`config.mk`:
```
export PLATFORM = sky130hd
export DESIGN_NAME = rx_symbol_aligner
export DESIGN_NICKNAME = d
export VERILOG_FILES = /design/src/rtl/rx_symbol_aligner_pkg.sv /design/src/rtl/rx_symbol_aligner_comma_matcher.sv /design/src/rtl/rx_symbol_aligner.sv
export SDC_FILE = /design/constraint.sdc
export NUM_CORES = 1
export LEC_CHECK = 0
export ABC_AREA = 0
export CORE_MARGIN = 2
export CORE_UTILIZATION = 40
export DETAILED_ROUTE_END_ITERATION = 12
export GPL_TIMING_DRIVEN = 0
export MAX_ROUTING_LAYER = met4
export PLACE_DENSITY = 0.56
export RECOVER_POWER = 100
export SLEW_MARGIN = 20
export SYNTH_ARGS = -nofsm -noshare
export SYNTH_HDL_FRONTEND = slang
export SYNTH_HIERARCHICAL = 1
export SYNTH_SLANG_ARGS = --single-unit
```
`constraint.sdc`:
```
create_clock -name Bit_Rate_Clk -period 3.8 [get_ports Bit_Rate_Clk]
set_clock_uncertainty 0.1 [all_clocks]
set_input_delay 0.76 -clock Bit_Rate_Clk [delete_from_list [all_inputs] [get_ports Bit_Rate_Clk]]
set_output_delay 0.76 -clock Bit_Rate_Clk [all_outputs]
set_load 0.1 [all_outputs]
```
`src/rtl/rx_symbol_aligner_pkg.sv`:
```
// Shared definitions for the 8b/10b receive symbol aligner: symbol width,
// K28.5 comma codes, the alignment state enum and a saturating counter helper.
package rx_symbol_aligner_pkg;

  localparam int SYM_W = 10;
  localparam int CNT_W = 8;

  localparam logic [SYM_W-1:0] K28_5_RDN = 10'b0011111010;
  localparam logic [SYM_W-1:0] K28_5_RDP = 10'b1100000101;

  typedef enum logic [1:0] {
    ST_SEARCH = 2'd0,
    ST_CHECK  = 2'd1,
    ST_LOCKED = 2'd2
  } state_e;

  // Increment that sticks at the given limit instead of wrapping.
  function automatic logic [CNT_W-1:0] sat_inc(input logic [CNT_W-1:0] v,
                                               input logic [CNT_W-1:0] lim);
    return (v >= lim) ? lim : v + 1'b1;
  endfunction

endpackage

```
`src/rtl/rx_symbol_aligner_comma_matcher.sv`:
```
// Combinational K28.5 detector, either running disparity, over a 10-bit window.
// Kept separate so the PCS can reuse it outside the aligner.
module comma_matcher
  import rx_symbol_aligner_pkg::*;
(
  input  logic [SYM_W-1:0] window_i,
  output logic             match_o
);

  assign match_o = (window_i == K28_5_RDN) || (window_i == K28_5_RDP);

endmodule

```
`src/rtl/rx_symbol_aligner.sv`:
```
// Serial-to-symbol aligner: shifts bits into a 10-bit window, hunts for K28.5,
// confirms the phase with repeated aligned commas, then emits one symbol every
// 10 clocks while watching for commas that have slipped off the boundary.
module rx_symbol_aligner
  import rx_symbol_aligner_pkg::*;
#(
  parameter int CONFIRM_COMMAS  = 2,
  parameter int CONFIRM_TIMEOUT = 16,
  parameter int MISALIGN_LIMIT  = 3
) (
  input  logic             Bit_Rate_Clk,
  input  logic             Rst_n,
  input  logic             Ser_in,
  input  logic             RxPolarity,
  output logic [SYM_W-1:0] Symbol_Out,
  output logic             Symbol_Valid,
  output logic             Comma_Det,
  output logic             Locked,
  output logic             Align_Err
);

  localparam logic [CNT_W-1:0] CONF_LIM = CNT_W'(CONFIRM_COMMAS);
  localparam logic [CNT_W-1:0] TO_LIM   = CNT_W'(CONFIRM_TIMEOUT);
  localparam logic [CNT_W-1:0] MIS_LIM  = CNT_W'(MISALIGN_LIMIT);
  localparam logic [CNT_W-1:0] CNT_ONE  = CNT_W'(1);

  logic [SYM_W-1:0] win_q, win_d;
  logic [3:0]       phase_q, phase_d;
  logic [CNT_W-1:0] confirm_q, timeout_q, misalign_q;
  logic [CNT_W-1:0] confirm_inc, timeout_inc, misalign_inc;
  state_e           state_q;
  logic [SYM_W-1:0] sym_q;
  logic             vld_q, cd_q, lock_q, err_q;
  logic             match, boundary;

  // Newest bit enters at bit 0 so bit 9 ends up holding symbol bit a.
  assign win_d   = {win_q[SYM_W-2:0], Ser_in ^ RxPolarity};
  assign phase_d = (phase_q == 4'd9) ? 4'd0 : phase_q + 4'd1;
  assign boundary = (phase_q == 4'd9);

  assign confirm_inc  = sat_inc(confirm_q, CONF_LIM);
  assign timeout_inc  = sat_inc(timeout_q, TO_LIM);
  assign misalign_inc = sat_inc(misalign_q, MIS_LIM);

  comma_matcher u_comma_matcher (
    .window_i (win_q),
    .match_o  (match)
  );

  // Alignment FSM with registered symbol/strobe/status outputs.
  always_ff @(posedge Bit_Rate_Clk) begin
    if (!Rst_n) begin
      win_q      <= '0;
      phase_q    <= '0;
      confirm_q  <= '0;
      timeout_q  <= '0;
      misalign_q <= '0;
      state_q    <= ST_SEARCH;
      sym_q      <= '0;
      vld_q      <= 1'b0;
      cd_q       <= 1'b0;
      lock_q     <= 1'b0;
      err_q      <= 1'b0;
    end else begin
      win_q   <= win_d;
      phase_q <= phase_d;
      vld_q   <= 1'b0;
      cd_q    <= 1'b0;
      err_q   <= 1'b0;
      case (state_q)
        ST_SEARCH: begin
          // Any comma defines the phase: the window is complete right now,
          // so the next complete symbol lands when the counter reaches 9.
          if (match) begin
            phase_q    <= '0;
            confirm_q  <= CNT_ONE;
            timeout_q  <= '0;
            misalign_q <= '0;
            if (CONFIRM_COMMAS <= 1) begin
              state_q <= ST_LOCKED;
              lock_q  <= 1'b1;
              sym_q   <= win_q;
              vld_q   <= 1'b1;
              cd_q    <= 1'b1;
            end else begin
              state_q <= ST_CHECK;
            end
          end
        end
        ST_CHECK: begin
          // Off-boundary commas are deliberately ignored here.
          if (boundary) begin
            if (match) begin
              timeout_q <= '0;
              confirm_q <= confirm_inc;
              if (confirm_inc >= CONF_LIM) begin
                // The confirming comma is emitted as the first locked symbol.
                state_q    <= ST_LOCKED;
                lock_q     <= 1'b1;
                misalign_q <= '0;
                sym_q      <= win_q;
                vld_q      <= 1'b1;
                cd_q       <= 1'b1;
              end
            end else begin
              timeout_q <= timeout_inc;
              if (timeout_inc >= TO_LIM) begin
                state_q   <= ST_SEARCH;
                timeout_q <= '0;
              end
            end
          end
        end
        ST_LOCKED: begin
          if (boundary) begin
            sym_q <= win_q;
            vld_q <= 1'b1;
            cd_q  <= match;
            if (match) misalign_q <= '0;
          end else if (match) begin
            // Phase is kept on the way back to SEARCH; the next comma reloads it.
            err_q      <= 1'b1;
            misalign_q <= misalign_inc;
            if (misalign_inc >= MIS_LIM) begin
              state_q    <= ST_SEARCH;
              lock_q     <= 1'b0;
              misalign_q <= '0;
            end
          end
        end
        default: begin
          state_q <= ST_SEARCH;
          lock_q  <= 1'b0;
        end
      endcase
    end
  end

  assign Symbol_Out   = sym_q;
  assign Symbol_Valid = vld_q;
  assign Comma_Det    = cd_q;
  assign Locked       = lock_q;
  assign Align_Err    = err_q;

endmodule

```
==> flow_summary.yaml, run 1 <==
logic_synthesis:
  syn_inst: 244
  yosys.area.top_type: "dfxtp_1"
  synth_area_per_cell_um2: 9.05
  synth_edf_count: 0
  synth_fp_nets: 257
  ys_ff_latch: 54
  yosys.cell_types.count: 43
  synth_area_um2: 2210
  yosysWarnings: 6
  synth_area_leaders: "dfxtp_1 (49%), ha_1 (5.1%), nand2_1 (4.1%)"
  synth_top_area_share_pct: 49.0
  synthArstFlopShare_pct: 0
  yosysSeqAreaShare_pct: 49.0
  synthFlopType: "dfxtp_1"
routing:
  vias_per_cell: 5.05
  ant_nets: 0
  vias: 1711
  firstDrtPassIters: 4
  drcViolationCount: 0
  wire_per_inst_um: 12.6
  drt_iter0_drc: 121
  wl_um: 4280
timing:
  layout_min_cycle_time_ns: 2.82
  tightest_slew_ns: 0.982
  setup_tns_ns: 0
  rsz0062_at_grt: "no"
  drv_slew: 0
  post-route-period-util_pct: 74.1
  hold_viol: 0
  relSlewSlack_pct: 34.3
  fmax_ghz: 0.355
  finalSetupViolations: 0
finish:
  num_antenna_cells: 0
  drive_above_1_share_pct: 5.24
  area_delta_synth_final_pct: 14.4
  final.fill_count: 562
  fin_nets: 280
clock_network:
  cts_num_sinks: 54
  numCtsBuffers: 5
  clkSlewWorstSetupHoldPaths_ns: 0.09
  cts_setup_buffers: 0
  hold_buffers: 0
  root_buffer: "clkbuf_8"
  clock_latency_ns: 0.31
  cts_resized: 0
  htree_num_levels: 2
  cts_tree: "done"
  clock_path_buffers: 2
place:
  portBuffers: 16
  dp_hpwl_um: 3050
  place.gp.congestion: 0.779
pwr:
  ir_drop_mv: 0.157
  powerDensity_nw_per_um2: 359
  p_leak_nw: 1.04
  power_mw: 0.908
job:
  cap_violations: 0
run_status:
  status: "finished, final reports clean"
die:
  fp-row-count: 27
  initial_utilization_pct: 40.9
  die-area_um2: 6130
  die_h_um: 78.3
  core_um2: 5410
  die_w_um: 78.3
  pin_count: 18
global_routing:
  grt_max_degree: 16
  grt_pass1_wl_um: 7760
  overflow: 0
  grt_pass1_vias: 1714
  track_usage_pct: 16.3
  antenna_found_initial: 0
hold_path:
  hp-class: "reg2reg"
critical_path:
  worst-endpoint-arrival_ns: 2.96
  crit_required_ns: 3.94
  crit_family: "simple AND/OR/NAND/NOR gates"
  crit_buf_inv: 1
  cpPeakStageDelay_ns: 0.51
  crit_fanout: 10
  critical_path_class: "reg2reg"
  crit_path_end_kind: "flop"
  cp-start-kind: "flop"
  cp_slowest_cell: "or4b_1"
  cp_cell_sequence: "or4b_1 -> o41ai_1 -> clkbuf_1 -> nor2b_1 -> a211o_1 -> or4_1 -> a21boi_0"
## report_power, final
part           internal, mW  total (mW)  switching, mW
Combinational        0.0101      0.0247         0.0146
Clock                 0.127       0.309          0.182
Sequential            0.570       0.575        0.00504
## synth_stat cells, drive strengths merged (2+ instances only)
| library cell | instances |
|---|---|
| nor2b | 6 |
| clkbuf | 8 |
| nor2 | 14 |
| dfxtp | 54 |
| ha | 9 |
| o21a | 2 |
| nand2 | 24 |
| nand4 | 3 |
| a21oi | 9 |
| and3 | 10 |
| nor4 | 6 |
| or4 | 2 |
| a21boi | 3 |
| nand3 | 15 |
| xnor2 | 2 |
| inv | 21 |
| o21ai | 18 |
| mux2i | 3 |
| and2 | 8 |
| buf | 2 |
| nor3 | 5 |
| a31oi | 2 |
## cell usage in the layout (no fill, tap or decap), types with 3 or more instances in the layout
cell type	n
dlygate4sd3_1	14
ha_1	9
nand3_1	15
clkbuf_1	9
mux2i_1	3
nor2b_1	6
clkbuf_8	5
o21ai_0	18
nand4_1	3
dfxtp_1	54
and2_1	3
nor3_1	5
nand2_1	24
a21oi_1	9
inv_1	21
nor2_1	14
and3_1	10
nor4_1	4
a21boi_0	3
and2_0	5
## layer usage
metal	GRT usage, %	part of all wire (%)	up-vias
met3	2.87	2.5	10
met4	7.89	2.2	0
met2	26.3	44	20
met5	-	0	-
met1	19.9	51	799
li1	-	-	882
## final timing paths
kind                      start            end  depth (start not counted)  slack, ns
setup / recovery       win_q[1]   timeout_q[3]                          7       0.98
hold / removal    misalign_q[5]  misalign_q[5]                          1       0.37
setup reg to reg       win_q[1]   timeout_q[3]                          7       0.98
hold reg to reg   misalign_q[5]  misalign_q[5]                          1       0.37
## kinds of logic (layout without fill, tap and decap cells)
family	Yosys count	count (layout)	synth area share [%]
compound gates	43	43	12.5
xor+xnor	3	3	1.19
fa+ha+maj	9	9	5.10
buf+inv	31	54	5.38
flops	54	54	49.0
mux	4	4	1.87
simple gates	100	100	25.0
## registers in the layout, summed over array words and instances (netlist names), 2 cells and up
name and cells:
phase_q 4, state_q 2, timeout_q 8, confirm_q 8
misalign_q 8, win_q 10, Symbol_Out 10
## final cells by class
| cell class | instances | area [um^2] | share of cell area, % |
|---|---|---|---|
| tap | 72 | 90.1 | 3.56 |
| inverter | 21 | 78.8 | 3.12 |
| multi-input combinational | 159 | 997 | 39.5 |
| timing repair buffer | 16 | 160 | 6.34 |
| clock buffer | 6 | 72.6 | 2.87 |
| buffer | 10 | 40.0 | 1.58 |
| sequential | 54 | 1080 | 42.8 |
| clock inverter | 1 | 7.51 | 0.297 |
## metrics by stage
stage	setup slack, ns	instances	util, %	cell area (um^2)	hold slack [ns]
after global placement	1.11	332	45.5	2460	0.347
after global routing	0.796	339	46.8	2530	0.390
after floorplan	1.35	244	-	2210	0.328
after detailed placement	1.11	332	45.5	2460	0.348
final	0.983	339	46.8	2530	0.368
after CTS	1.07	339	47.0	2540	0.371
(Power assumes the default switching activity.)
==> inputs of run 2 (changes only) <==
--- a/config.mk
+++ b/config.mk
@@ -11,7 +11,7 @@
 export DETAILED_ROUTE_END_ITERATION = 12
 export GPL_TIMING_DRIVEN = 0
 export MAX_ROUTING_LAYER = met4
-export PLACE_DENSITY = 0.56
+export PLACE_DENSITY = 0.59
 export RECOVER_POWER = 100
 export SLEW_MARGIN = 20
 export SYNTH_ARGS = -nofsm -noshare
==> constraint.sdc (replaced) <==
create_clock -name Bit_Rate_Clk -period 2.5 [get_ports Bit_Rate_Clk]
set_clock_uncertainty 0.1 [all_clocks]
set_input_delay 0.5 -clock Bit_Rate_Clk [delete_from_list [all_inputs] [get_ports Bit_Rate_Clk]]
set_output_delay 0.5 -clock Bit_Rate_Clk [all_outputs]
set_load 0.1 [all_outputs]
==> flow_summary.yaml, run 2 (synthesis results as in run 1) <==
run_status:
  status: "finished, final reports clean"
critical_path:
  reg2reg_to: "timeout_q[3]"
  crit_path_end_kind: "output port"
  critPathCapture: "Symbol_Valid"
  crit_fanout: 1
  rrSetupSlack_ns: 0.12
  cp-start-kind: "flop"
  reg2reg_depth: 7
  cpPeakStageDelay_ns: 1.19
  path_depth: 1
  rr_startpoint: "win_q[1]"
  cp_slowest_cell: "dlygate4sd3_1"
  crit_start: "Symbol_Valid"
  critical_path_class: "reg2out"
  worst-endpoint-arrival_ns: 1.80
  crit_buf_inv: 1
  crit_required_ns: 1.90
  crit_family: "buffers and inverters"
  cp_cell_sequence: "dlygate4sd3_1"
global_routing:
  grtUsageMet1_pct: 21.5
  grt.met3_usage_pct: 4.83
  antenna_found_initial: 0
  overflow: 0
  grt.met2_usage_pct: 23.5
  top_usage_layer: "met2"
  grt_max_degree: 16
  grt_pass1_vias: 1628
  track_usage_pct: 15.9
  grt_pass1_wl_um: 7540
job:
  cap_violations: 0
die:
  die_w_um: 78.3
  core_um2: 5410
  pin_count: 18
  die-area_um2: 6130
  die_h_um: 78.3
  fp-row-count: 27
  initial_utilization_pct: 40.9
routing:
  drt_iter0_drc: 91
  drcViolationCount: 0
  firstDrtPassIters: 4
  wl_um: 4250
  wire_per_inst_um: 12.4
  ant_nets: 0
  vias: 1714
  vias_per_cell: 5.01
timing:
  tightest_slew_ns: 0.977
  fmax_ghz: 0.416
  setup_tns_ns: 0
  finalSetupViolations: 0
  rsz0062_at_grt: "no"
  relSlewSlack_pct: 34.7
  post-route-period-util_pct: 96.1
  layout_min_cycle_time_ns: 2.40
  hold_viol: 0
  drv_slew: 0
finish:
  final_common_cell: "dfxtp_1"
  final_cell_area_um2: 2560
  final_util_pct: 47.5
  num_antenna_cells: 0
  drive_above_1_share_pct: 8.15
  fin_cells: 342
  area_delta_synth_final_pct: 16.1
  fin_nets: 283
  mostFrequentLayoutCells: "dfxtp_1 (54), nand2_1 (24), inv_1 (21), nand3_1 (15), o21ai_0 (15)"
clock_network:
  htree_num_levels: 2
  numCtsBuffers: 5
  clkSlewWorstSetupHoldPaths_ns: 0.09
  root_buffer: "clkbuf_8"
  cts_num_sinks: 54
  clock_latency_ns: 0.30
  clock_path_buffers: 2
  hold_buffers: 0
  cts_tree: "done"
place:
  dpl.cell_count: 332
  dp_hpwl_um: 2950
  place_area_um2: 2460
  place.gp.congestion: 0.745
  portBuffers: 16
pwr:
  p_leak_nw: 1.04
  ir_drop_mv: 0.313
  power_mw: 1.37
  powerDensity_nw_per_um2: 533
hold_path:
  hp-class: "reg2reg"
-- run 2: changes by cell type in the layout (fill, tap and decap cells not counted), moves of 3 or more --
cell	change
o21ai_1	+3
clkdlybuf4s50_1	+11
a21boi_0	-3
buf_4	+3
dlygate4sd3_1	-11
clkbuf_1	-3
o21ai_0	-3
-- run 2: what timing repair did --
| action | CTS | global route |
|---|---|---|
| setup endpoints to repair | 18 | 14 |
| buffers inserted | 2 | 1 |
| gates resized for setup | 2 | 5 |
| pin swaps | 0 | 2 |
-- run 2: stage by stage --
step	setup WS (ns)	hold WS, ns
final	0.0983	0.362
after global routing	0.00561	0.385
after CTS	0.0282	0.363
after detailed placement	-0.185	0.346
after global placement	-0.188	0.343
after floorplan	0.0515	0.328
-- run 2: report_power, final --
part	switching, mW	internal, mW
Sequential	0.00740	0.866
Clock	0.266	0.189
Combinational	0.0220	0.0158
-- run 2: how the worst min path moves through the flow --
stage          cells after the start  slack, ns           from       endpoint
5_1_grt                            1       0.39  misalign_q[2]  misalign_q[2]
3_3_place_gp                       1       0.34  misalign_q[2]  misalign_q[2]
4_1_cts                            2       0.36       win_q[0]       win_q[1]
6_report                           2       0.36       win_q[0]       win_q[1]
3_5_place_dp                       1       0.35  misalign_q[4]  misalign_q[4]
2_1_floorplan                      2       0.33       win_q[3]       win_q[4]
-- run 2: area by class of cell --
| type | instances | area [um^2] |
|---|---|---|
| clock buffer | 5 | 68.8 |
| inverter | 21 | 78.8 |
| clock inverter | 2 | 10.0 |
| sequential | 54 | 1080 |
| fill | 557 | 2840 |
| multi-input combinational | 159 | 1010 |
| tap | 72 | 90.1 |
| buffer | 10 | 45.0 |
| timing repair buffer | 19 | 183 |
-- run 2: per-layer routing --
layer | up-vias | share of wire [%]
met1 | 797 | 51
met2 | 23 | 46
met5 | - | 0
met4 | 0 | 0.59
met3 | 2 | 3.0
li1 | 892 | -
